===== config.mk =====
export PLATFORM = sky130hd
export DESIGN_NAME = program_loader_flat
export DESIGN_NICKNAME = d
export VERILOG_FILES = /design/src/rtl/program_loader_pkg.sv /design/src/rtl/program_loader_if.sv /design/src/rtl/program_loader_word_assembler.sv /design/src/rtl/program_loader.sv /design/src/flat_wrapper.sv
export SDC_FILE = /design/constraint.sdc
export NUM_CORES = 1
export LEC_CHECK = 0
export ABC_AREA = 0
export CAP_MARGIN = 20
export CORE_UTILIZATION = 25
export DETAILED_ROUTE_END_ITERATION = 8
export HOLD_SLACK_MARGIN = 0.03
export PLACE_DENSITY = 0.43
export SLEW_MARGIN = 15
export SYNTH_ARGS = -nofsm -noshare
export SYNTH_HDL_FRONTEND = slang
export SYNTH_HIERARCHICAL = 1
export SYNTH_SLANG_ARGS = --single-unit

===== constraint.sdc =====
create_clock -name clk -period 3 [get_ports clk]
set_input_delay 0.6 -clock clk [delete_from_list [all_inputs] [get_ports clk]]
set_output_delay 0.6 -clock clk [all_outputs]
set_load 0.01 [all_outputs]

===== src/rtl/program_loader_pkg.sv =====
// Shared types for the boot-time program loader.
// FSM states, error codes and the byte-lane count.
package program_loader_pkg;

  typedef enum logic [2:0] {
    IDLE,
    LEN_LO,
    LEN_HI,
    DATA,
    CHECK,
    DONE,
    ERROR
  } state_t;

  typedef enum logic [1:0] {
    ERR_NONE = 2'b00,
    ERR_LEN  = 2'b01,
    ERR_CSUM = 2'b10
  } err_t;

  localparam int LANES = 4;

endpackage


===== src/rtl/program_loader_if.sv =====
// Byte-stream input and instruction-memory write port of the loader.
// master is the loader side, slave is the receiver/memory side.
interface program_loader_if #(
  parameter int DATA_WIDTH = 32
);

  logic [7:0]            rx_data;
  logic                  rx_valid;
  logic                  rx_ready;
  logic                  mem_we;
  logic [DATA_WIDTH-1:0] mem_addr;
  logic [DATA_WIDTH-1:0] mem_wdata;

  modport master (
    input  rx_data,
    input  rx_valid,
    output rx_ready,
    output mem_we,
    output mem_addr,
    output mem_wdata
  );

  modport slave (
    output rx_data,
    output rx_valid,
    input  rx_ready,
    input  mem_we,
    input  mem_addr,
    input  mem_wdata
  );

endinterface


===== src/rtl/program_loader_word_assembler.sv =====
// Little-endian byte-to-word packer with running XOR checksum.
// word/word_ready are valid combinationally on the accepting 4th byte.
module word_assembler
  import program_loader_pkg::*;
(
  input  logic        clk,
  input  logic        reset,
  input  logic        clear,
  input  logic        en,
  input  logic [7:0]  din,
  output logic [31:0] word,
  output logic        word_ready,
  output logic [7:0]  csum
);

  localparam int LW = $clog2(LANES);

  logic [LW-1:0] lane;
  logic [23:0]   sh;

  // After three shifts sh holds {b2,b1,b0}; b3 arrives live.
  assign word       = {din, sh};
  assign word_ready = en && (lane == LW'(LANES - 1));

  always_ff @(posedge clk) begin
    if (reset || clear) begin
      lane <= '0;
      sh   <= '0;
      csum <= '0;
    end else if (en) begin
      lane <= lane + 1'b1;
      sh   <= {din, sh[23:8]};
      csum <= csum ^ din;
    end
  end

endmodule


===== src/rtl/program_loader.sv =====
// Boot loader: streams bytes into instruction memory,
// holds the CPU in reset and verifies an XOR checksum.
module program_loader
  import program_loader_pkg::*;
#(
  parameter int                    MEMORY_DEPTH = 32,
  parameter int                    DATA_WIDTH   = 32,
  parameter logic [DATA_WIDTH-1:0] BASE_ADDRESS = '0
) (
  input  logic             clk,
  input  logic             reset,
  input  logic             start,
  program_loader_if.master bus,
  output logic             cpu_hold,
  output logic             busy,
  output logic             done,
  output logic [1:0]       error,
  output logic [15:0]      words_loaded
);

  state_t      state;
  logic [7:0]  len_lo;
  logic [15:0] len;
  logic [15:0] idx;
  logic [15:0] n;
  logic        take;
  logic        restart;
  logic [31:0] word;
  logic        word_ready;
  logic [7:0]  csum;

  assign take    = bus.rx_valid && bus.rx_ready;
  assign restart = start &&
                   (state == IDLE || state == DONE || state == ERROR);
  assign n       = {bus.rx_data, len_lo};

  word_assembler u_asm (
    .clk        (clk),
    .reset      (reset),
    .clear      (restart),
    .en         (take && state == DATA),
    .din        (bus.rx_data),
    .word       (word),
    .word_ready (word_ready),
    .csum       (csum)
  );

  always_ff @(posedge clk) begin
    if (reset) begin
      state         <= IDLE;
      bus.rx_ready  <= 1'b0;
      bus.mem_we    <= 1'b0;
      bus.mem_addr  <= BASE_ADDRESS;
      bus.mem_wdata <= '0;
      cpu_hold      <= 1'b1;
      busy          <= 1'b0;
      done          <= 1'b0;
      error         <= ERR_NONE;
      words_loaded  <= '0;
      len_lo        <= '0;
      len           <= '0;
      idx           <= '0;
    end else begin
      bus.mem_we <= 1'b0;
      if (bus.mem_we) begin
        idx          <= idx + 16'd1;
        words_loaded <= words_loaded + 16'd1;
      end
      unique case (state)
        IDLE, DONE, ERROR: begin
          if (restart) begin
            state        <= LEN_LO;
            bus.rx_ready <= 1'b1;
            busy         <= 1'b1;
            cpu_hold     <= 1'b1;
            done         <= 1'b0;
            error        <= ERR_NONE;
            words_loaded <= '0;
            idx          <= '0;
          end
        end
        LEN_LO: begin
          if (take) begin
            len_lo <= bus.rx_data;
            state  <= LEN_HI;
          end
        end
        LEN_HI: begin
          if (take) begin
            len <= n;
            if (n == 16'd0 || n > 16'(MEMORY_DEPTH)) begin
              state        <= ERROR;
              error        <= ERR_LEN;
              bus.rx_ready <= 1'b0;
              busy         <= 1'b0;
            end else begin
              state <= DATA;
            end
          end
        end
        DATA: begin
          if (word_ready) begin
            bus.mem_we    <= 1'b1;
            bus.mem_wdata <= DATA_WIDTH'(word);
            bus.mem_addr  <= BASE_ADDRESS +
                             (DATA_WIDTH'(idx) << 2);
            // Leave DATA now so the checksum byte is never
            // consumed as data during the write cycle.
            if (idx == len - 16'd1) state <= CHECK;
          end
        end
        CHECK: begin
          if (take) begin
            bus.rx_ready <= 1'b0;
            busy         <= 1'b0;
            if (bus.rx_data == csum) begin
              state    <= DONE;
              done     <= 1'b1;
              cpu_hold <= 1'b0;
            end else begin
              state <= ERROR;
              error <= ERR_CSUM;
            end
          end
        end
        default: state <= IDLE;
      endcase
    end
  end

endmodule


===== src/flat_wrapper.sv =====
// flat-port wrapper written by rule: the top's interface ports become plain ports
module program_loader_flat import program_loader_pkg::*;
#(
  parameter int                    MEMORY_DEPTH = 32,
  parameter int                    DATA_WIDTH   = 32,
  parameter logic [DATA_WIDTH-1:0] BASE_ADDRESS = '0
)
  (clk, reset, start, cpu_hold, busy, done, error, words_loaded, bus_rx_data, bus_rx_valid, bus_rx_ready, bus_mem_we, bus_mem_addr, bus_mem_wdata);
  program_loader_if #(.DATA_WIDTH(DATA_WIDTH)) bus_i ();
  input  logic clk;
  input  logic reset;
  input  logic start;
  output logic cpu_hold;
  output logic busy;
  output logic done;
  output logic [1:0] error;
  output logic [15:0] words_loaded;
  input wire logic [$bits(bus_i.rx_data)-1:0] bus_rx_data;
  input wire logic [$bits(bus_i.rx_valid)-1:0] bus_rx_valid;
  output wire logic [$bits(bus_i.rx_ready)-1:0] bus_rx_ready;
  output wire logic [$bits(bus_i.mem_we)-1:0] bus_mem_we;
  output wire logic [$bits(bus_i.mem_addr)-1:0] bus_mem_addr;
  output wire logic [$bits(bus_i.mem_wdata)-1:0] bus_mem_wdata;
  assign bus_i.rx_data = bus_rx_data;
  assign bus_i.rx_valid = bus_rx_valid;
  assign bus_rx_ready = bus_i.rx_ready;
  assign bus_mem_we = bus_i.mem_we;
  assign bus_mem_addr = bus_i.mem_addr;
  assign bus_mem_wdata = bus_i.mem_wdata;
  program_loader #(.MEMORY_DEPTH(MEMORY_DEPTH), .DATA_WIDTH(DATA_WIDTH), .BASE_ADDRESS(BASE_ADDRESS)) u_core (.clk(clk), .reset(reset), .start(start), .bus(bus_i), .cpu_hold(cpu_hold), .busy(busy), .done(done), .error(error), .words_loaded(words_loaded));
endmodule

# Word-level counts from Yosys, hierarchy flattened
# Cells that the tools add are included.
[word_totals]
reg_bits = 147
out_inout_bits = 87
[classes]
add_sub_neg = 4
order_cmp = 1
n_eq_ne = 18
n_mux = 34
bitwise = 2
reduce_logical = 21
[ops]
columns = ["op", "count"]
rows = [
  ["two-way mux 16 bit", 6],
  ["adder 16 x 1 -> 16 bit (second input constant)", 2],
  ["two-way mux 3 bit", 7],
  ["== test 16 bit", 1],
  ["> comparator 16 x 6 -> 1 bit (second input constant)", 1],
  ["logical NOT 16 bit", 1],
  ["subtractor 16 x 1 -> 16 bit (second input constant)", 1],
  ["one-hot mux 3 bit (5 select lines)", 1],
  ["two-way mux 2 bit", 6],
  ["AND reduction 6 bit", 2],
  ["two-way mux 1 bit", 10],
  ["!= test 2 x 1 -> 1 bit (second input constant)", 5],
  ["== test 3 bit (second input constant)", 3],
  ["== test 8 bit", 1],
  ["!= test 2 bit (second input constant)", 4],
  ["XOR 8 bit", 1],
  ["== test 3 x 2 -> 1 bit (second input constant)", 2],
  ["one-hot mux 2 bit (3 select lines)", 1],
  ["AND reduction 2 bit", 3],
  ["AND reduction 5 bit", 1],
  ["logical AND 1 bit", 4],
  ["logical OR 1 bit", 4],
  ["one-hot mux 1 bit (2 select lines)", 2],
  ["AND reduction 4 bit", 1],
  ["10 further kinds", 10],
]

# Depth between registers and ports, before layout
# Gate-level depths: netlist (run 1).
[depth]
ltp_word = 6
mapped_depth = 12
ltp_nobuf = 9

# Hierarchy
# The synthesis (run 1) kept the hierarchy.
[by_module_without_submodules]
columns = ["module", "instances", "cells_each", "area_each_um2", "seq_area_each_um2"]
rows = [
  ["program_loader", 1, 631, 5191.2, 2262.2],
  ["word_assembler", 1, 130, 1407.6, 680.7],
]

# Worst setup path after synthesis (run 1)
# OpenSTA, ideal clock, no wires.
[synth_timing]
kind = "register to register"
startpoint = "register u_core.state[1]"
endpoint = "register u_core.state[1]"
setup_time_ns = 0.137
t_arrival_ns = 2.452
t_required_ns = 2.863
setup_slack_ns = 0.410
path_stages_with_launch = 13
path_buffers = 3
synth_period_minus_slack_ns = 2.590
cell_sequence = "dfxtp_1 > clkbuf_1 > nand2_1 > nor3_1 > buf_6 > buf_4 > and2_1 > nand3_1 > or3_1 > a2111oi_2 > nand4_1 > nand4b_1 > o221ai_1"
[synth_lines]
columns = ["element", "line_no", "source"]
rows = [
  ["from (decl)", "program_loader.sv:21", "state_t state;"],
  ["from (signal assigned)", "program_loader.sv:50", "state <= IDLE;"],
  ["from (signal assigned)", "program_loader.sv:72", "state <= LEN_LO;"],
  ["from (signal assigned)", "program_loader.sv:85", "state <= LEN_HI;"],
  ["== test 3 x 2 -> 1 bit", "program_loader.sv:41", ".en (take && state == DATA),"],
  ["logical AND 1 bit", "program_loader.sv:41", ""],
  ["logical AND 1 bit", "program_loader_word_assembler.sv:23", "assign word_ready = en && (lane == LW'(LANES - 1));"],
  ["net u_core.word_ready", "program_loader.sv:29", "logic word_ready;"],
  ["!= test 2 bit (no source line)", "-", ""],
  ["AND reduction 6 bit (no source line)", "-", ""],
]
# The timed path passes the listed nets, and every way through them passes these cells.
# A chain may end at the register's enable or synchronous reset.

# Worst setup path in the final report (run 1)
[layout_timing]
startpoint = "input bus_rx_valid"
endpoint = "register u_core.state[1]"
[layout_via]
elab_chain_len = 5
[layout_lines]
columns = ["element", "line_no", "source"]
rows = [
  ["from (decl)", "flat_wrapper.sv:19", "input wire logic [$bits(bus_i.rx_valid)-1:0] bus_rx_valid;"],
  ["logical AND 1 bit", "program_loader.sv:32", "assign take = bus.rx_valid && bus.rx_ready;"],
  ["logical AND 1 bit", "program_loader.sv:41", ""],
  ["logical AND 1 bit", "program_loader_word_assembler.sv:23", ""],
  ["net u_core.word_ready", "program_loader.sv:29", ""],
  ["!= test 2 bit (no source line)", "-", ""],
  ["AND reduction 6 bit (no source line)", "-", ""],
]
# The timed path passes the listed nets, and every way through them passes these cells.

==> reports/results.txt, run 1 <==
Setup repair after global routing left no endpoint under its margin. Clock-pin slew was measured on the worst setup and hold paths at 0.07 ns. The synthesized instance count was 761. The number of cells on the worst reg-to-reg path is 7.

The proportion of register bits with asynchronous set or reset after synthesis is 0. The total via count in the routed design is 5199. In this run the remaining antenna-violating nets after routing total 0. From left edge to right edge, the die measures 164 µm. Fmax: 404 MHz.

Layout-stage area growth over the synthesis result: 24.6%. Max-cap violations in this run came to 0. Entering global routing, the biggest net connects 75 pins.

Summed over all failing endpoints, the final setup total negative slack is 0 ns. The tools report the layout net count as 843. TritonCTS built the clock tree. The vertical extent of the die was 164 µm. The logs give 0.58 ns for the worst reg-to-reg setup slack and 0.524 ns for the worst path setup slack after routing.

For the count of pins over their slew limit, the log shows 0. The worst setup path is launched from a primary input. The min-delay analysis places its worst path in the category reg -> reg.

The slew at the pin closest to its max-slew limit is 0.858 ns, and the count of clock tree sinks is 147. For this run, design rule violations remaining after detail routing come to 0. The tools report the starting density of the core as 0.254. The netlist area before placement is 6600 µm². After clock tree synthesis, the setup repair step added 0 buffers.

The number of antenna violations at the first check in global routing was 0. The count of flip-flops with a built-in enable after synthesis was 0; the number of input and output port buffers inserted was 82. Minimum setup slack after placement: 0.0733 ns.

The clock passes through at most 2 buffers. After detailed routing, the number of vias per cell comes to 4.42. The layout cell share with drive strength beyond 1 is 0.0940, and the total wire length is 16300 µm. In this run the static leakage power is 2.95 nW. The run gives 5178 as the number of global-route vias before repair. The number of rows in the core area was 59.

CTS placed an instance of clkbuf_16 at the clock tree root. The tools report the post-cts hold buffer count as 0. For the data arrival time of the critical path, the log shows 2.76 ns.

Total congestion overflow after global routing: 0. The endpoint of the worst-slack reg-to-reg timing path was u_core/state[1]$_SDFFE_PP0P_. The largest fanout of any net on the critical path came out at 3. The first global-routing pass estimated 27400 µm of wire. Final critical-path share of the clock period: 0.825. The tools report the worst endpoint required time as 3.29 ns. The category of the worst setup path capture point is a flip-flop.

In this run the critical register-to-register path is launched from u_core/len[8]$_SDFFE_PP0P_. Die area: 27000 µm². The tools report the max-slew headroom at the worst pin as 0.428.

For hold timing, the worst endpoint is u_core/bus.mem_wdata[6]$_SDFFE_PP0P_. Summed over all nets, the half-perimeter wirelength after detailed placement is 10900 µm. In this run the power density over the cells is 611 nW/µm².

The maximum clock skew at final layout was 0.00891 ns; the flip-flop and latch count after synthesis was 147. The count of warnings emitted by yosys is 6. The worst setup path is of the in -> reg kind. The run gives 200 as the number of DRC markers in iteration 0. The routed wire length per instance was 13.9 µm.

The congestion estimate from routability-driven global placement came to 0.729. TritonCTS created 17 clock buffers. The count of different cell masters after synthesis was 61; the global-route usage over all layers was 0.130. The worst hold path was traced through 2 stages.

Once the clock tree was built, the resizer swapped 0 gates to a different size. Clock period minus worst slack: 2.48 ns. The core area was 26000 µm². The sequential cell area fraction in the yosys report was 0.446; the final setup violation count was 0. In this run the most critical hold path is launched from u_core/u_asm/sh[6]$_SDFFE_PP0P_.

The iteration count of the initial detailed-routing pass came out at 4. The I/O pin count was 99. The flow ran to the end, and the final reports show no timing, DRC or antenna violations.

Clock latency on the worst-skew pair, taken at its later pin, is 0.42 ns. The repair_antennas step left the layout with diodes totalling 0. The number of hold violations in the final report is 0. The largest voltage drop on the vdd net was 0.334 mV; the post-synthesis average cell area was 8.67 µm². The run gives 4 as the number of H-tree levels. For this run, the leading register cell type out of synthesis is dfxtp_1.
==> routing by layer <==
layer,global-route usage,up-vias,routed length [µm]
li1,-,2661,-
met1,0.172,2443,8260
met2,0.212,87,7400
met3,0.0299,8,537
met4,0.0375,0,146
met5,0,-,0
==> placed cells by master, fill, tap and decap left out, drive strengths merged, types with 2 or more instances in the layout <==
cell / count
and2: 2
clkbuf: 18
nand3: 15
xor2: 40
clkinv: 4
clkdlybuf4s50: 81
conb: 16
a21bo: 8
xnor2: 18
nand4: 14
ha: 4
nor3: 12
o21a: 2
nand2b: 5
nand3b: 9
or2: 3
a31oi: 5
o21ai: 9
o31ai: 3
or4: 2
nand2: 120
nor2b: 2
dfxtp: 147
mux2i: 52
and4b: 2
nor4: 7
buf: 22
a21oi: 68
and3: 8
o211ai: 2
inv: 13
or3: 5
nor2: 102
==> cells by family (layout without fill, tap and decap cells) <==
family / after synthesis / in the layout / share of synthesized area
AO/OA/AOI/OAI: 109 / 109 / 0.104
adder cells (fa/ha/maj): 4 / 4 / 0.00758
flip-flops: 147 / 147 / 0.446
other: 1 / 16 / 0.000568
buffers and inverters: 76 / 140 / 0.0683
AND/OR/NAND/NOR: 313 / 313 / 0.216
multiplexers: 53 / 53 / 0.0806
XOR/XNOR: 58 / 58 / 0.0770
==> final cells by class <==
type	instances	area (µm²)
Fill cell	2797	17800
Inverter	5	18.8
Sequential cell	147	2940
Tap cell	335	419
Multi-Input combinational cell	553	3270
Clock buffer	18	439
Timing Repair Buffer	103	986
Clock inverter	14	141
==> Yosys cell counts, types with 3 or more instances <==
| master | count | area [µm²] |
|---|---|---|
| nor4_1 | 6 | 37.5 |
| mux2i_1 | 52 | 521 |
| and3_1 | 8 | 50.1 |
| ha_1 | 4 | 50.1 |
| a21oi_2 | 4 | 35.0 |
| a31oi_1 | 5 | 31.3 |
| nand2b_1 | 5 | 31.3 |
| dfxtp_1 | 147 | 2940 |
| nor2_1 | 101 | 379 |
| inv_1 | 5 | 18.8 |
| xor2_1 | 40 | 350 |
| buf_6 | 7 | 78.8 |
| xnor2_1 | 18 | 158 |
| nand3_1 | 15 | 75.1 |
| buf_2 | 3 | 15.0 |
| or3_1 | 5 | 31.3 |
| nand2_1 | 120 | 450 |
| a21oi_1 | 64 | 320 |
| clkbuf_1 | 31 | 116 |
| nor3_1 | 12 | 60.1 |
| buf_4 | 29 | 218 |
| nand3b_1 | 9 | 67.6 |
| a21bo_2 | 8 | 80.1 |
| nand4_1 | 14 | 87.6 |
| o21ai_0 | 7 | 35.0 |
==> through the flow <==
| stage | instance area (µm²) | utilization | power [mW] | hold WS, ns | instances |
|---|---|---|---|---|---|
| 5_1_grt | 8220 | 0.316 | 5.30 | 0.468 | 1175 |
| 6_report | 8220 | 0.316 | 5.02 | 0.453 | 1175 |
| 2_1_floorplan | 6660 | - | 2.75 | 0.431 | 776 |
| 4_1_cts | 8220 | 0.316 | 5.11 | 0.439 | 1175 |
| 3_3_place_gp | 7640 | 0.294 | 2.98 | 0.443 | 1143 |
| 3_5_place_dp | 7640 | 0.294 | 2.97 | 0.447 | 1143 |
==> how the worst max path moves through the flow <==
stage | from | to | slack, ns
after floorplan | u_core/state[1]$_SDFFE_PP0P_ | u_core/state[1]$_SDFFE_PP0P_ | 0.41
after global placement | bus_rx_valid | u_core/state[1]$_SDFFE_PP0P_ | 0.16
after detailed placement | bus_rx_valid | u_core/state[1]$_SDFFE_PP0P_ | 0.07
after CTS | bus_rx_valid | u_core/state[1]$_SDFFE_PP0P_ | 0.51
after global routing | u_core/len[8]$_SDFFE_PP0P_ | u_core/state[1]$_SDFFE_PP0P_ | 0.39
final | bus_rx_valid | u_core/state[1]$_SDFFE_PP0P_ | 0.52
==> worst max-delay path, stage by stage <==
cell and delay, ns:
clkdlybuf4s50_1 0.45, nand2_1 0.09, nor3_2 0.19, and2_1 0.22, nand3_1 0.08, or3_1 0.36, a2111oi_2 0.29, nand4_1 0.21
nand4b_1 0.16, o221ai_1 0.11
==> registers in the layout, summed over array words and instances (netlist names) <==
register and count:
u_core/done 1, u_core/words_loaded 16, u_core/u_asm/csum 8, u_core/cpu_hold 1, u_core/idx 16, u_core/u_asm/sh 24, u_core/bus.mem_we 1, u_core/bus.mem_addr 16
u_core/len_lo 8, u_core/error 2, u_core/len 16, u_core/bus.mem_wdata 32, u_core/state 3, u_core/u_asm/lane 2, u_core/busy 1
==> power by group <==
group          total (mW)  leakage (nW)  switching [mW]  internal (mW)
Clock                2.11         0.289           0.914           1.19
Sequential           2.07          1.18          0.0610           2.01
Combinational       0.843          1.48           0.504          0.339
(Power assumes the default switching activity.)
==> run 2: changes to the inputs <==
--- a/config.mk
+++ b/config.mk
@@ -10,7 +10,7 @@
 export CORE_UTILIZATION = 25
 export DETAILED_ROUTE_END_ITERATION = 8
 export HOLD_SLACK_MARGIN = 0.03
-export PLACE_DENSITY = 0.43
+export PLACE_DENSITY = 0.45
 export SLEW_MARGIN = 15
 export SYNTH_ARGS = -nofsm -noshare
 export SYNTH_HDL_FRONTEND = slang
==> constraint.sdc (replaced) <==
create_clock -name clk -period 2.2 [get_ports clk]
set_input_delay 0.44 -clock clk [delete_from_list [all_inputs] [get_ports clk]]
set_output_delay 0.44 -clock clk [all_outputs]
set_load 0.01 [all_outputs]
==> run 2 against run 1 <==
First-iteration DRC count is 49% higher. Design area is 5.4% higher. Utilization is 1.7 points higher. Clock skew is 0.0069 ns higher. Critical path depth is 3 lower. Largest cell class unchanged.
==> reports/results.txt, run 2 (synthesis gave the netlist of run 1 again) <==
The global-route usage over all layers came out at 0.127. Data on the critical path is required at its endpoint by 2.52 ns. Summing all placed instances gives a cell area of 7980 µm². The I/O pin count was 99. Max-cap violations in this run came to 0. For the number of hold violations in the final report, the log shows 0.

Counting the buffers created by CTS gives 17. For the pin with the worst max-slew slack, the measured transition is 0.703 ns. Leaving out fill and tap cells, the most frequent cell in the layout is dfxtp_1. The power density over the cells works out to 827 nW/µm².

The worst path meets setup with 0.0495 ns of slack. The floorplan step defined a die boundary enclosing 27000 µm². For the number of global-route vias before repair, the log shows 5066.

Total power for the finished layout comes to 7.16 mW. The worst register-to-register path begins at u_core/len[4]$_SDFFE_PP0P_. The first global-routing pass estimated 26600 µm of wire. The data arrival time of the critical path came out at 2.47 ns. The final critical-path share of the clock period was 0.977; the number of rows in the core area was 59. The total overflow left after global routing is 0. For the final routed database, the setup TNS stands at 0 ns. The number of DRC markers in iteration 0 was 297. The critical path goes through or4_4, o31ai_4, o21ai_1, a311o_1, nand4_1, nand2b_1, a31o_1. The analysis attributes to cell leakage a power of 3.22 nW.

Max-slew headroom at the worst pin: 0.531. The register with the most flip-flops in the layout has 32 of them. Layout net count: 878. Entering global routing, the biggest net connects 63 pins.

The clock-pin slew on the worst setup and hold paths is 0.07 ns, and the minimum setup slack after placement is -0.441 ns. The count of pins over their slew limit is 0. The average vias per placed instance is 4.34, and the post-CTS repair timing setup buffer count is 0. The register with the most flip-flops in the final layout is u_core/bus.mem_wdata. The summed area of non-filler cells in the final layout was 8670 µm²; the routed wire length per instance was 13.5 µm. On the final layout, the worst hold slack is 0.238 ns. The non-filler instance count after layout came out at 1210. Derived from the worst setup path, the maximum achievable clock frequency is 465 MHz. The tree is rooted in a clkbuf_16. The layout cell share with drive strength beyond 1 is 0.146. TritonCTS built the clock tree.

The routed layout has 5255 vias. For the number of antenna violations at the first check in global routing, the log shows 0. The number of cell instances on the worst register-to-register path was 7; the total wire length was 16400 µm. The run gives 1178 as the number of cells after detailed placement. The largest registers in the layout are u_core/bus.mem_wdata: 32 flops, u_core/u_asm/sh: 24 flops.

On the worst path, the slowest cell contributes a delay of 0.58 ns. The number of input and output port buffers inserted came out at 82. The clock tree synthesis step divided the H-tree into 4 levels.

The tools report the total half-perimeter wirelength after legalization and detailed placement as 11300 µm. Counting buffers and inverters, the worst setup path is 7 cells deep. The vertical extent of the die was 164 µm. The buffer levels on the longest clock path is 2. Starting density of the core: 0.254. The run gives 0.05 ns as the worst reg-to-reg setup slack.

The run gives 26000 µm² as the core area. The classification of the worst setup path was reg -> reg. The family with the most delay on the worst path is compound AO/OA/AOI/OAI gates.

The category of the worst setup path launch point is a flip-flop. The flow ran to the end, and the final reports show no timing, DRC or antenna violations. The first TritonRoute pass finished after 4 iterations.

The placer's final routability congestion estimate came out at 0.772. The tools report the endpoint of the worst-slack reg-to-reg timing path as u_core/state[2]$_SDFFE_PP0P_. The run gives 0.43 ns as the source-to-sink clock delay at the later pin of the worst-skew pair. The layout-stage area growth over the synthesis result was 31.3%. The min-delay analysis places its worst path in the category in -> reg. IR analysis of the VDD net gives a maximum drop of 0.406 mV. The post-layout utilization of the core was 0.333; the final setup violation count was 0. The maximum clock skew at final layout is 0.0158 ns, and the clock period minus worst slack is 2.15 ns.

The largest fanout of any net on the critical path is 4. Leaving out fill and tap cells, the most frequent cells in the layout are 142 x dfxtp_1, 118 x nand2_1, 100 x nor2_1. The critical-path cell with the highest stage delay is or4_4. The critical path ends at u_core/state[2]$_SDFFE_PP0P_. After detailed routing, the number of remaining DRC violations is 0. The count of buffer and inverter cells on the critical path came out at 0.

The width of the die is 164 µm, and the count of clock tree sinks is 147. Number of nets still failing antenna checks after routing: 0. The run gives 0 as the antenna cell count. The most critical setup path has its startpoint at u_core/len[4]$_SDFFE_PP0P_. Setup repair after global routing could not meet its margin everywhere. The worst setup path is captured at a flip-flop.
run 2: cell types whose count changed in the layout (fill, tap and decap cells not counted), moves of 2 or more:
cell,change
buf_4,+30
clkinv_8,+7
buf_12,+5
dfxtp_1,-5
dfxtp_2,+5
clkinv_2,-3
inv_12,+2
inv_8,-2
nand2_1,-2
nand2_4,+2
run 2: power breakdown:
part | switching (mW) | internal (mW)
Sequential | 0.0869 | 2.74
Clock | 1.41 | 1.57
Combinational | 0.740 | 0.614
run 2: area by class of cell:
cell class | instances | area [µm²]
fillers | 2747 | 17300
multi-input cells | 553 | 3340
flip-flops and latches | 147 | 2950
repair buffers | 138 | 1310
clock buffers | 17 | 425
well taps | 335 | 419
clock inverters | 15 | 204
inverters | 5 | 18.8
run 2: what timing repair did:
action | 4_1_cts | 5_1_grt
resized for setup | 2 | 11
hold buffers | 0 | 0
pin swaps | 4 | 1
endpoints found under the setup margin | 1 | 3
run 2: worst min-delay path by stage:
stage | endpoint | cells past startpoint | slack, ns | from
global placement | u_core/bus.mem_wdata[2]$_SDFFE_PP0P_ | 2 | 0.44 | u_core/u_asm/sh[2]$_SDFFE_PP0P_
CTS | u_core/busy$_SDFFE_PP0P_ | 2 | 0.23 | reset
detailed placement | u_core/bus.mem_addr[15]$_SDFFE_PP0P_ | 2 | 0.45 | u_core/bus.mem_addr[15]$_SDFFE_PP0P_
global route | u_core/busy$_SDFFE_PP0P_ | 2 | 0.23 | reset
floorplan | u_core/bus.mem_wdata[0]$_SDFFE_PP0P_ | 2 | 0.43 | u_core/u_asm/sh[0]$_SDFFE_PP0P_
finish | u_core/busy$_SDFFE_PP0P_ | 2 | 0.24 | reset
run 2: routing by layer:
metal | wire length, µm | track usage
met2 | 7390 | 0.202
met1 | 8230 | 0.169
met5 | 0 | 0
met3 | 567 | 0.0306
met4 | 176 | 0.0371
